[config.mk]
export PLATFORM = sky130hd
export DESIGN_NAME = stage_three
export DESIGN_NICKNAME = d
export VERILOG_FILES = /design/src/rtl/stage_three.sv
export SDC_FILE = /design/constraint.sdc
export NUM_CORES = 1
export LEC_CHECK = 0
export BUFFER_PORTS_ARGS = -buffer_cell sky130_fd_sc_hd__clkbuf_2
export CORE_MARGIN = 8
export CORE_UTILIZATION = 50
export DETAILED_ROUTE_END_ITERATION = 10
export PLACE_DENSITY = 0.9
export SETUP_SLACK_MARGIN = 0.1
export SYNTH_ARGS = -nofsm -noshare
export SYNTH_HDL_FRONTEND = slang
export SYNTH_SLANG_ARGS = --single-unit
[constraint.sdc]
create_clock -name clk -period 4.85 [get_ports clk]
set_input_delay 0.485 -clock clk [delete_from_list [all_inputs] [get_ports clk]]
set_output_delay 0.485 -clock clk [all_outputs]
set_load 0.01 [all_outputs]
[src/rtl/stage_three.sv]
// rtl/stage_three.sv - pipeline stage three: data-memory load/store handshake and retire register
// Optional feature: define STAGE_THREE_TIMEOUT_EN to abort accesses left unacknowledged for 16 WAIT cycles.
module stage_three (
  input  logic        clk,
  input  logic        rst,
  input  logic        halt_sys,
  input  logic [1:0]  in_memc,
  input  logic [31:0] in_alu,
  input  logic [15:0] in_r1_data,
  input  logic        in_r0_en,
  input  logic [15:0] in_instr,
  output logic        mem_req,
  output logic        mem_we,
  output logic [15:0] mem_addr,
  output logic [15:0] mem_wdata,
  input  logic [15:0] mem_rdata,
  input  logic        mem_ack,
  output logic        stall_out,
  output logic [31:0] out_wb_data,
  output logic        out_r0_en,
  output logic [15:0] out_instr,
  output logic        out_valid,
  output logic        out_mem_err
);

  localparam logic [1:0] MEMC_LOAD  = 2'b01;
  localparam logic [1:0] MEMC_STORE = 2'b10;

  typedef enum logic {IDLE, WAIT} state_t;

  state_t      r_state, w_state_nxt;
  logic        r_mem_req, w_mem_req_nxt;
  logic        r_mem_we, w_mem_we_nxt;
  logic [15:0] r_mem_addr, w_mem_addr_nxt;
  logic [15:0] r_mem_wdata, w_mem_wdata_nxt;
  logic [31:0] r_wb_data, w_wb_data_nxt;
  logic        r_r0_en, w_r0_en_nxt;
  logic [15:0] r_instr, w_instr_nxt;
  logic        r_valid, w_valid_nxt;

  logic        w_is_load;
  logic        w_is_store;
  logic        w_is_mem;
  logic        w_timeout;

  // 2'b11 is deliberately decoded as a non-memory instruction.
  assign w_is_load  = (in_memc == MEMC_LOAD);
  assign w_is_store = (in_memc == MEMC_STORE);
  assign w_is_mem   = w_is_load || w_is_store;

`ifdef STAGE_THREE_TIMEOUT_EN
  logic [3:0] r_tmo_cnt, w_tmo_cnt_nxt;
  logic       r_mem_err, w_mem_err_nxt;

  assign w_timeout   = (r_state == WAIT) && !mem_ack && (r_tmo_cnt == 4'd15);
  assign out_mem_err = r_mem_err;
`else
  assign w_timeout   = 1'b0;
  assign out_mem_err = 1'b0;
`endif

  // Upstream is released in the timeout cycle so the failed instruction is dropped.
  assign stall_out = ((r_state == IDLE) && w_is_mem && !halt_sys) ||
                     ((r_state == WAIT) && !mem_ack && !w_timeout);

  always_comb begin
    w_state_nxt     = r_state;
    w_mem_req_nxt   = r_mem_req;
    w_mem_we_nxt    = r_mem_we;
    w_mem_addr_nxt  = r_mem_addr;
    w_mem_wdata_nxt = r_mem_wdata;
    w_wb_data_nxt   = r_wb_data;
    w_r0_en_nxt     = r_r0_en;
    w_instr_nxt     = r_instr;
    w_valid_nxt     = r_valid;
`ifdef STAGE_THREE_TIMEOUT_EN
    w_tmo_cnt_nxt   = r_tmo_cnt;
    w_mem_err_nxt   = 1'b0;
`endif

    case (r_state)
      IDLE: begin
        if (!halt_sys) begin
          if (w_is_mem) begin
            w_state_nxt     = WAIT;
            w_mem_req_nxt   = 1'b1;
            w_mem_we_nxt    = w_is_store;
            w_mem_addr_nxt  = in_alu[15:0];
            w_mem_wdata_nxt = in_r1_data;
            w_valid_nxt     = 1'b0;
            w_r0_en_nxt     = 1'b0;
`ifdef STAGE_THREE_TIMEOUT_EN
            w_tmo_cnt_nxt   = 4'd0;
`endif
          end else begin
            w_wb_data_nxt = in_alu;
            w_r0_en_nxt   = in_r0_en;
            w_instr_nxt   = in_instr;
            w_valid_nxt   = 1'b1;
          end
        end
      end

      WAIT: begin
        if (mem_ack) begin
          w_state_nxt   = IDLE;
          w_mem_req_nxt = 1'b0;
          w_instr_nxt   = in_instr;
          w_valid_nxt   = 1'b1;
          // The launched direction is taken from the held request, not in_memc.
          if (r_mem_we) begin
            w_wb_data_nxt = in_alu;
            w_r0_en_nxt   = 1'b0;
          end else begin
            w_wb_data_nxt = {16'd0, mem_rdata};
            w_r0_en_nxt   = in_r0_en;
          end
        end else if (w_timeout) begin
          w_state_nxt   = IDLE;
          w_mem_req_nxt = 1'b0;
          w_valid_nxt   = 1'b0;
          w_r0_en_nxt   = 1'b0;
`ifdef STAGE_THREE_TIMEOUT_EN
          w_mem_err_nxt = 1'b1;
`endif
        end else begin
          w_valid_nxt   = 1'b0;
          w_r0_en_nxt   = 1'b0;
`ifdef STAGE_THREE_TIMEOUT_EN
          w_tmo_cnt_nxt = r_tmo_cnt + 4'd1;
`endif
        end
      end

      default: begin
        w_state_nxt   = IDLE;
        w_mem_req_nxt = 1'b0;
      end
    endcase
  end

  always_ff @(posedge clk or posedge rst) begin
    if (rst) begin
      r_state     <= IDLE;
      r_mem_req   <= 1'b0;
      r_mem_we    <= 1'b0;
      r_mem_addr  <= 16'd0;
      r_mem_wdata <= 16'd0;
      r_wb_data   <= 32'd0;
      r_r0_en     <= 1'b0;
      r_instr     <= 16'd0;
      r_valid     <= 1'b0;
    end else begin
      r_state     <= w_state_nxt;
      r_mem_req   <= w_mem_req_nxt;
      r_mem_we    <= w_mem_we_nxt;
      r_mem_addr  <= w_mem_addr_nxt;
      r_mem_wdata <= w_mem_wdata_nxt;
      r_wb_data   <= w_wb_data_nxt;
      r_r0_en     <= w_r0_en_nxt;
      r_instr     <= w_instr_nxt;
      r_valid     <= w_valid_nxt;
    end
  end

`ifdef STAGE_THREE_TIMEOUT_EN
  always_ff @(posedge clk or posedge rst) begin
    if (rst) begin
      r_tmo_cnt <= 4'd0;
      r_mem_err <= 1'b0;
    end else begin
      r_tmo_cnt <= w_tmo_cnt_nxt;
      r_mem_err <= w_mem_err_nxt;
    end
  end
`endif

  assign mem_req     = r_mem_req;
  assign mem_we      = r_mem_we;
  assign mem_addr    = r_mem_addr;
  assign mem_wdata   = r_mem_wdata;
  assign out_wb_data = r_wb_data;
  assign out_r0_en   = r_r0_en;
  assign out_instr   = r_instr;
  assign out_valid   = r_valid;

endmodule

## Yosys cells after proc, flatten, opt, wreduce, memory -nomap -nowiden

Index checks and enable logic that the tools add are counted.

- Bits in registers: 85
- Bits in latches: 0
- Bits in writable memories: 0
- ROM bits: 0
- Input bits: 87
- Output and inout bits: 86
- Logic and storage cells: 53
- Memories: 0

- Add/subtract/negate cells: 0
- Multipliers: 0
- Div/mod/pow operators: 0
- Order comparisons: 0
- Equality and inequality tests: 6
- Shift-type cells: 0
- Muxes and demuxes: 26
- Bitwise operators: 2
- Reduce and logical (&&, ||, !) cells: 10

Operators by type and width:

| operator | count |
|---|---|
| 2-to-1 mux 32 bit | 4 |
| case mux 32 bit (2 select lines) | 1 |
| 2-to-1 mux 16 bit | 3 |
| case mux 16 bit (2 select lines) | 1 |
| 2-to-1 mux 1 bit | 13 |
| AND reduction 3 bit | 3 |
| inequality test 2 bit, second input constant | 4 |
| case mux 1 bit (2 select lines) | 4 |
| logical AND 1 bit | 3 |
| == test 2 x 1 -> 1 bit, second input constant | 1 |
| == test 2 bit, second input constant | 1 |
| zero test 1 bit | 2 |
| logical OR 1 bit | 2 |
| inverter 1 bit | 2 |

## Longest topological paths before layout

Gate-level depths: netlist of the first run.

- Depth in word-level cells: 5
- Gate-level depth with buffers: 7

## Worst setup path before layout of the first run

Ideal clock, no wire load.

- Kind: input to output
- Start: input port in_memc[0]
- End: output port stall_out
- Arrival time: 1.467 ns
- Slack: 2.898 ns
- Cell stages on the path: 5
- Cell sequence: inv_1 -> ha_1 -> nor3_4 -> buf_6 -> a21o_2

- Longest elaborated chain between the ends: 5
- Elaborated cells on any way between the ends: 6
- Classes of those cells: eq/ne: 2; reduce/logical: 4

Ends and longest elaborated chain:

| what | line | source |
|---|---|---|
| start, declared | 7 | `input logic [1:0] in_memc,` |
| == test 2 x 1 -> 1 bit / == test 2 bit (equally long branches) | 47, 48 |  |
| logical OR 1 bit * | 49 | `assign w_is_mem = w_is_load \|\| w_is_store;` |
| logical AND 1 bit * (2 in series) | 63 | `assign stall_out = ((r_state == IDLE) && w_is_mem && !halt_sys) \|\|` |
| logical OR 1 bit * | 63 |  |
| end, declared | 18 | `output logic stall_out,` |

Every way passes the cells marked *; elsewhere a longest branch is shown, timed or not.

## Worst setup path in the final report of the first run

- Start: input port in_memc[0]
- End: register r_instr[14] (netlist: out_instr[14])

- Longest elaborated chain between the ends: 4
- Elaborated cells on any way between the ends: 5
- Classes of those cells: eq/ne: 3; reduce/logical: 2

Ends and longest elaborated chain:

| what | line | source |
|---|---|---|
| == test 2 x 1 -> 1 bit / == test 2 bit (equally long branches) | 47, 48 |  |
| logical OR 1 bit * | 49 |  |
| inequality test 2 bit (no source line) * | n/a |  |
| AND reduction 3 bit (no source line) * | n/a |  |
| end signal, assigned | 161 | `r_instr <= w_instr_nxt;` |
| end, declared | 38 | `logic [15:0] r_instr, w_instr_nxt;` |

Marked as above.
A chain may end at the register's enable or synchronous reset.

==> results of run 1 <==
==> registers in the layout (all words and copies together) (netlist names) <==
name         flops
out_r0_en        1
r_state          1
mem_req          1
mem_we           1
out_instr       16
mem_wdata       16
mem_addr        16
out_valid        1
out_wb_data     32
==> cell families (layout without fill, tap and decap cells) <==
| group | after synthesis | in the layout | share of synthesized area |
|---|---|---|---|
| muxes | 97 | 97 | 0.3137 |
| DFF | 85 | 85 | 0.5741 |
| buffers and inverters | 34 | 210 | 0.06045 |
| and+or+nand+nor | 22 | 22 | 0.02972 |
| AOI/OAI and AO/OA | 7 | 7 | 0.01756 |
| adders and majority gates | 1 | 1 | 0.003377 |
| other | 1 | 1 | 0.001012 |
==> final cells by class <==
| class | count | share of cell area |
|---|---|---|
| Sequential cell | 85 | 0.4418 |
| Multi-Input combinational cell | 128 | 0.2812 |
| Timing Repair Buffer | 174 | 0.1824 |
| Clock buffer | 12 | 0.02807 |
| Tap cell | 99 | 0.02573 |
| Clock inverter | 4 | 0.02495 |
| Inverter | 20 | 0.01585 |
==> final timing paths <==
path | from | endpoint | slack (ns) | depth (start not counted)
worst max-delay path | in_memc[0] | out_instr[14] | 2.30 | 7
worst min-delay path | rst | out_instr[10] | 0.22 | 2
worst max register to register | r_state | out_instr[14] | 2.33 | 3
worst min register to register | out_instr[5] | out_instr[5] | 0.50 | 1
max in group asynchronous | rst | out_wb_data[1] | 3.62 | 3
min in group clk | in_alu[16] | out_wb_data[16] | 0.36 | 3
==> Yosys cell counts <==
cell type  count
a21o_1         1
a21o_2         2
a21oi_1        1
and3b_1        1
buf_12         1
buf_2          1
buf_4          3
buf_6          9
conb_1         1
dfrtp_1       85
ha_1           1
inv_1         20
mux2_1         4
mux2_2        53
mux2_4        24
mux2i_1       16
nand2_1       19
nand2b_4       1
nor3_4         1
o21bai_1       1
o22ai_1        1
o31ai_4        1
==> metal layers <==
| layer | global-route usage | up-vias | wire [um] |
|---|---|---|---|
| met4 | 0.06885 | 0 | 170 |
| met2 | 0.2974 | 102 | 4597 |
| met1 | 0.1998 | 1229 | 3474 |
| met3 | 0.05245 | 14 | 774 |
| met5 | 0 | - | 0 |
| li1 | - | 1175 | - |
==> per-stage QoR <==
step	hold WS, ns	utilization	instances	instance area, um2	total power [W]
after global routing	0.2858	0.6674	522	4815	0.002637
after floorplan	0.5179	-	247	3705	0.001545
after detailed placement	0.4864	0.6320	506	4559	0.001892
after global placement	0.4691	0.6320	506	4559	0.001851
final	0.2197	0.6674	522	4815	0.002493
after CTS	0.2375	0.6674	522	4815	0.002527
==> worst register-to-register path, delay by kind of cell (launching register included) <==
family / cells / cell delay (ns)
AO/OA/AOI/OAI: 1 / 0.86
buffers and inverters: 1 / 0.59
flip-flops: 1 / 0.53
multiplexers: 1 / 0.42
==> placed cells by master, fill, tap and decap left out, types with 2 or more instances in the layout <==
cell type,count
dfrtp_1,85
mux2i_1,16
buf_4,3
clkbuf_8,9
a21o_2,2
inv_1,19
mux2_4,24
nand2_1,19
clkbuf_2,171
bufinv_16,4
clkbuf_1,3
mux2_2,53
mux2_1,4
==> report_power, final <==
group	switching, W	leakage [nW]	total [W]	internal, W
Combinational	0.000385	1.42	0.000795	0.000410
Clock	0.000237	0.125	0.000633	0.000396
Sequential	0.000132	1.01	0.00107	0.000933
==> impl_summary.md, run 1 <==
Run status
The flow ran to the end, and the final reports show no timing, DRC or antenna violations.

Drt
After detailed routing, the average wire length per cell comes to 17.27 um. The number of remaining DRC errors is 0. The remaining antenna violation count after routing is 0.

The total via count after detailed routing is 2,520. Dividing the detail-routed via count by the number of cells gives 4.828. The total routed wirelength is 9015 um. The number of iterations in the first detailed-routing pass is 4.

For this block, the initial DRC count from the detailed router was 43.

Timing
The fmax is 0.3922 GHz. The number of pins exceeding their max-slew limit in the final report was 0. The final critical-path share of the clock period is 0.5257. The worst setup margin is 2.300 ns.

The final hold violation count is 0. Headroom to the max-slew limit came out at 0.3964. The count of endpoints failing setup in the final report is 0. The transition time of the tightest slew-check pin is 0.9054 ns. Setup repair after global routing left no endpoint under its margin. The final total negative setup slack is 0 ns. On the final layout, the worst clock skew is 0.01260 ns. The final period demand of the worst path is 2.550 ns.

CTS
The number of clock sinks is 85. The worst-skew pair later-pin latency is 0.34 ns. TritonCTS built the clock tree. Clock tree synthesis inserted a total of 9 buffers. In this run, post-CTS repair resized a total of 0 instances. After clock tree synthesis, the clock-pin slew on the worst setup and hold paths is 0.08 ns.

The H-tree depth is 3. Counting along the longest clock path gives a buffer depth of 2. CTS placed an instance of clkbuf_8 at the clock tree root.

The hold-fix buffer count after cts is 0. In this run the post-CTS setup repair buffer count came out at 0.

GRT
Global routing finished with a remaining overflow of 0. The first global-routing pass estimated 14,170 um of wire. Entering global routing, the biggest net connects 44 pins. The number of antenna violations at the first check in global routing is 0. The via count of the first global-routing pass came to 2,904. The overall fraction of global-route tracks in use is 0.1743.

Worst setup path
Along the worst path, the maximum fanout reaches 35. The critical path required time is 5.06 ns. On the worst path, the slowest cell contributes a delay of 0.73 ns. STA classifies the critical path startpoint as a primary input.

STA classifies the critical path endpoint as a flop. The cell that appears most often on the critical path is inv_1. On the critical path the largest part of the delay comes from buffers and inverters. Data arrives at the worst endpoint at 2.76 ns.

The master of the slowest instance on the critical path is o31ai_4. The number of buffers and inverters on the critical path is 4. By startpoint and endpoint, the worst setup path is classified as in2reg. Traced cell by cell, the critical path runs through clkbuf_2 -> inv_1 -> ha_1 -> inv_1 -> o31ai_4 -> buf_4 -> mux2_2.

Yosys
The average cell area after synthesis is 15.00 um2. During synthesis, Yosys emitted a total of 0 warnings. In the post-synthesis netlist, the biggest area contributors are dfrtp_1 (57%), mux2_2 (16%), mux2_4 (9.7%), mux2i_1 (4.3%), buf_6 (2.7%). For this run, the register share of the synthesized area comes to 0.5741. The net count of the mapped netlist is 335.

The number of unique standard cell types used by synthesis is 22. The post-synthesis cell area is 3705 um2. dfrtp_1 takes more of the synthesized area than any other cell. The synthesized netlist cell count is 247. The area share of the largest cell type after synthesis is 0.5741. The synthesized design contains 85 register bits.

Die
The placeable core region is 7214 um2. Measured along the x axis, the die boundary spans 102.1 um. The top-level I/O count is 173. The overall die area is 10,420 um2. The chip height is 102.1 um. The initial utilization of the core area, before any placement, comes to 0.5135. The initialized floorplan defines 31 standard-cell rows.

Final layout
The area of the multi-input gates is 1354 um2. The fraction of final layout cells with drive strength greater than 1 is 0.6383. The fill cell total of the finished layout is 549.

The number of inserted diodes is 0. The final net count is 506. Summing all flip-flop and latch instances after layout gives 2127 um2. The layout overhead on the synthesized area is 29.96%.

Place
Summed over all nets, the half-perimeter wirelength after detailed placement is 7020 um. The congestion estimate from routability-driven global placement came to 0.7989. At the placement stage, the worst setup path has a slack of 1.937 ns. The port buffer count is 171.

Power
The worst ir drop on vdd is 0.0002607 V. The total leakage power is 2.548 nW. Power spread over the standard cell area amounts to 517.9 nW/um2.

Hold path
In this run the worst hold path is classified as in2async.

Job
Max-cap violations in this run came to 0.
Power figures use the tool's default switching activity.
==> run 2: changes to the inputs <==
--- a/config.mk
+++ b/config.mk
@@ -7,9 +7,9 @@
 export LEC_CHECK = 0
 export BUFFER_PORTS_ARGS = -buffer_cell sky130_fd_sc_hd__clkbuf_2
 export CORE_MARGIN = 8
-export CORE_UTILIZATION = 50
+export CORE_UTILIZATION = 42
 export DETAILED_ROUTE_END_ITERATION = 10
-export PLACE_DENSITY = 0.9
+export PLACE_DENSITY = 0.81
 export SETUP_SLACK_MARGIN = 0.1
 export SYNTH_ARGS = -nofsm -noshare
 export SYNTH_HDL_FRONTEND = slang
==> constraint.sdc (replaced) <==
create_clock -name clk -period 2.2 [get_ports clk]
set_input_delay 0.22 -clock clk [delete_from_list [all_inputs] [get_ports clk]]
set_output_delay 0.22 -clock clk [all_outputs]
set_load 0.01 [all_outputs]
==> run 2 against run 1 <==
Net effect:
- global-route usage fell by 2.9 points
- sequential share of layout area fell by 0.62 points
- clock power rose by 120%
- combinational power rose by 120%
- sequential power rose by 120%
- clock-buffer cell count did not move
- total power rose by 120%
- critical path depth fell by 3
- die area rose by 16%
- worst hold slack got worse by 0.13 ns
- worst setup slack got worse by 2.0 ns
- non-clock buffer count rose by 2
- critical endpoint is now stall_out
==> impl_summary.md, run 2 (synthesis results as in run 1) <==
Run status
The flow ran to the end, and the final reports show no timing, DRC or antenna violations.

Timing
The worst setup margin is 0.3393 ns (-1.961 ns). The final hold violation count is 0 (unchanged). The final critical-path share of the clock period is 0.8458. The remaining max-slew budget at the tightest pin is 0.6422 (+0.2458).

Subtracting the final worst setup slack from the clock period gives 1.861 ns. The fmax is 0.5374 GHz. The number of pins exceeding their max-slew limit in the final report is 0 (unchanged).

The transition time of the tightest slew-check pin is 0.5364 ns (-0.3691 ns). Setup repair after global routing left no endpoint under its margin. The worst setup skew after layout was 0.01089 ns (-0.001706 ns). The final hold slack was 0.09296 ns (-0.1268 ns). The count of endpoints failing setup in the final report is 0 (unchanged). The final total negative setup slack is 0 ns (unchanged).

Drt
The total routed wirelength came to 8943 um (-0.80%). The remaining antenna violation count after routing came to 0 (unchanged). The number of remaining DRC errors is 0 (unchanged).

The number of iterations in the first detailed-routing pass is 4 (unchanged). The detailed-route wire length per cell is 16.78 um (-2.8%). The via density per instance is 4.735 (-1.9%).

The total via count after detailed routing is 2,524 (+0.16%). The number of DRC violations after detailed-routing iteration 0 is 81 (+88%).

Final layout
The number of inserted diodes is 0 (unchanged). The final standard cell count with taps included and fillers excluded came to 533 (+2.1%). The layout overhead on the synthesized area is 31.81%. The most frequent standard cell in the layout excluding fill and tap cells is clkbuf_2. The final net count is 508 (+0.40%). In the layout the commonest cells are clkbuf_2 (171), dfrtp_1 (85), mux2_2 (53). The number of flip-flops under the largest register name is 32 (unchanged). The fraction of final layout cells with drive strength greater than 1 came to 0.6376 (-0.0006508).

Power
The worst ir drop on vdd came to 0.0005595 V (+110%). The power per cell area is 1128 nW/um2 (+120%). The total leakage power is 2.565 nW (+0.67%).

Hold path
The worst hold path terminates at out_wb_data[18]. The critical hold path startpoint is in_alu[18]. Counting instances, the worst hold path has a depth of 3. The class of the tightest hold or removal check is in2reg.

CTS
The number of buffers created by CTS is 9 (unchanged). The setup fix buffers added after clock tree synthesis was 0 (unchanged). The TritonCTS clock tree is yes.

The maximum number of buffers from clock root to sink came to 2 (unchanged). The CTS clock-pin slew for the worst setup and hold paths was 0.08 ns (about the same). The count of instances resized after the clock tree is built is 0 (unchanged).

The number of clock sinks was 85 (unchanged). The H-tree depth is 3 (unchanged). CTS placed an instance of clkbuf_8 at the clock tree root. The worst-skew pair later-pin latency is 0.34 ns (about the same).

Place
The estimated wirelength of the detail-placed design is 6673 um (-4.9%). The routability-driven placement congestion ratio came to 0.7119 (-11%). The placement-stage worst setup slack came to 0.3398 ns (-1.597 ns). The number of placed cells counting well taps is 516 (+2.0%). The port buffer count is 171 (unchanged).

GRT
The via count of the first global-routing pass is 2,798 (-3.7%). The global-route wire length before repair is 13,830 um (-2.4%). The overall fraction of global-route tracks in use is 0.1456 (-0.02863). The number of antenna violations at the first check in global routing was 0 (unchanged). The largest net degree at the start of global routing came to 50 (+14%). The total congestion overflow after global routing was 0 (unchanged).

Worst setup path
The maximum cell stage delay along the critical path is 0.52 ns (-0.21 ns). STA classifies the critical path startpoint as a flop. The startpoint of the most critical register-to-register path is r_state. The cell family contributing the most delay on the critical path is flip-flops. The biggest fanout along the worst timing path was 36 (+2.9%). The register-to-register path setup slack is 0.41 ns (-1.92 ns). The master of the slowest instance on the critical path is dfrtp_1. The count of cells along the worst register-to-register path is 3 (unchanged). Traced cell by cell, the critical path runs through nor3_4 -> buf_12 -> a21o_2 -> clkbuf_2. The sum of buffers and inverters on the critical path is 2 (-2). The worst setup path is captured at a primary output. The endpoint identified for the worst register-to-register timing path is out_wb_data[12].

The critical path required time came to 1.98 ns (-3.08 ns). The data arrival time of the critical path is 1.64 ns (-1.12 ns). The startpoint-to-endpoint class of the critical path is reg2out.

Die
The top-level I/O count was 173 (unchanged). The starting density of the core was 0.4290 (-0.08452). The chip height is 109.9 um (+7.7%). The placeable core region was 8636 um2 (+20%). The overall die area was 12,080 um2 (+16%). The width of the chip is 109.9 um (+7.7%). The row count came to 34 (+9.7%).

Job
The max-cap check violation count came to 0 (unchanged).
==> run 2: cell count changes in the layout (fill, tap and decap cells not counted) <==
cell | before | now
dlygate4sd3_1 | 0 | 1
clkinvlp_4 | 0 | 1
buf_12 | 0 | 3
buf_4 | 3 | 1
clkinv_2 | 1 | 0
==> run 2: worst max-delay path by stage <==
stage | startpoint | cells past startpoint | end | slack, ns
2_1_floorplan | in_memc[0] | 6 | out_instr[2] | 0.61
3_3_place_gp | in_memc[0] | 7 | out_instr[14] | 0.38
3_5_place_dp | in_memc[0] | 7 | out_instr[12] | 0.34
4_1_cts | r_state | 4 | stall_out | 0.29
5_1_grt | r_state | 4 | stall_out | 0.22
6_report | r_state | 4 | stall_out | 0.34
==> run 2: metrics by stage <==
stage               cell area, um2  total power (W)    util
finish                        4883         0.005510  0.5655
global route                  4883         0.005830  0.5655
CTS                           4883         0.005603  0.5655
detailed placement            4618         0.004176  0.5348
global placement              4618         0.004098  0.5348
floorplan                     3709         0.003406       -
==> run 2: final cells by class <==
| class | instances | area [um2] |
|---|---|---|
| inverters | 20 | 78.83 |
| repair buffers | 176 | 933.4 |
| multi-input cells | 128 | 1354 |
| clock inverters | 4 | 120.1 |
| well taps | 108 | 135.1 |
| fillers | 722 | 3752 |
| clock buffers | 12 | 135.1 |
| flip-flops and latches | 85 | 2127 |
==> run 2: timing repair <==
action	CTS	global route
endpoints found under the hold margin	19	0
endpoints found under the setup margin	0	0
hold buffers	1	0
==> run 2: layer usage <==
layer	GRT usage	share of wire
met5	0	0
met4	0.04050	0.0091
met3	0.05451	0.095
met2	0.2474	0.51
met1	0.1680	0.39
==> run 2: where the power goes <==
part | switching [W] | leakage [nW] | internal, W
Combinational | 0.000850 | 1.43 | 0.000920
Sequential | 0.000276 | 1.01 | 0.00206
Clock | 0.000535 | 0.125 | 0.000872
==> run 2: tightest hold or removal path, delay by kind of cell <==
family	cells	cell delay, ns
buffers and inverters	1	0.08
AND/OR/NAND/NOR	1	0.04
multiplexers	1	0.05
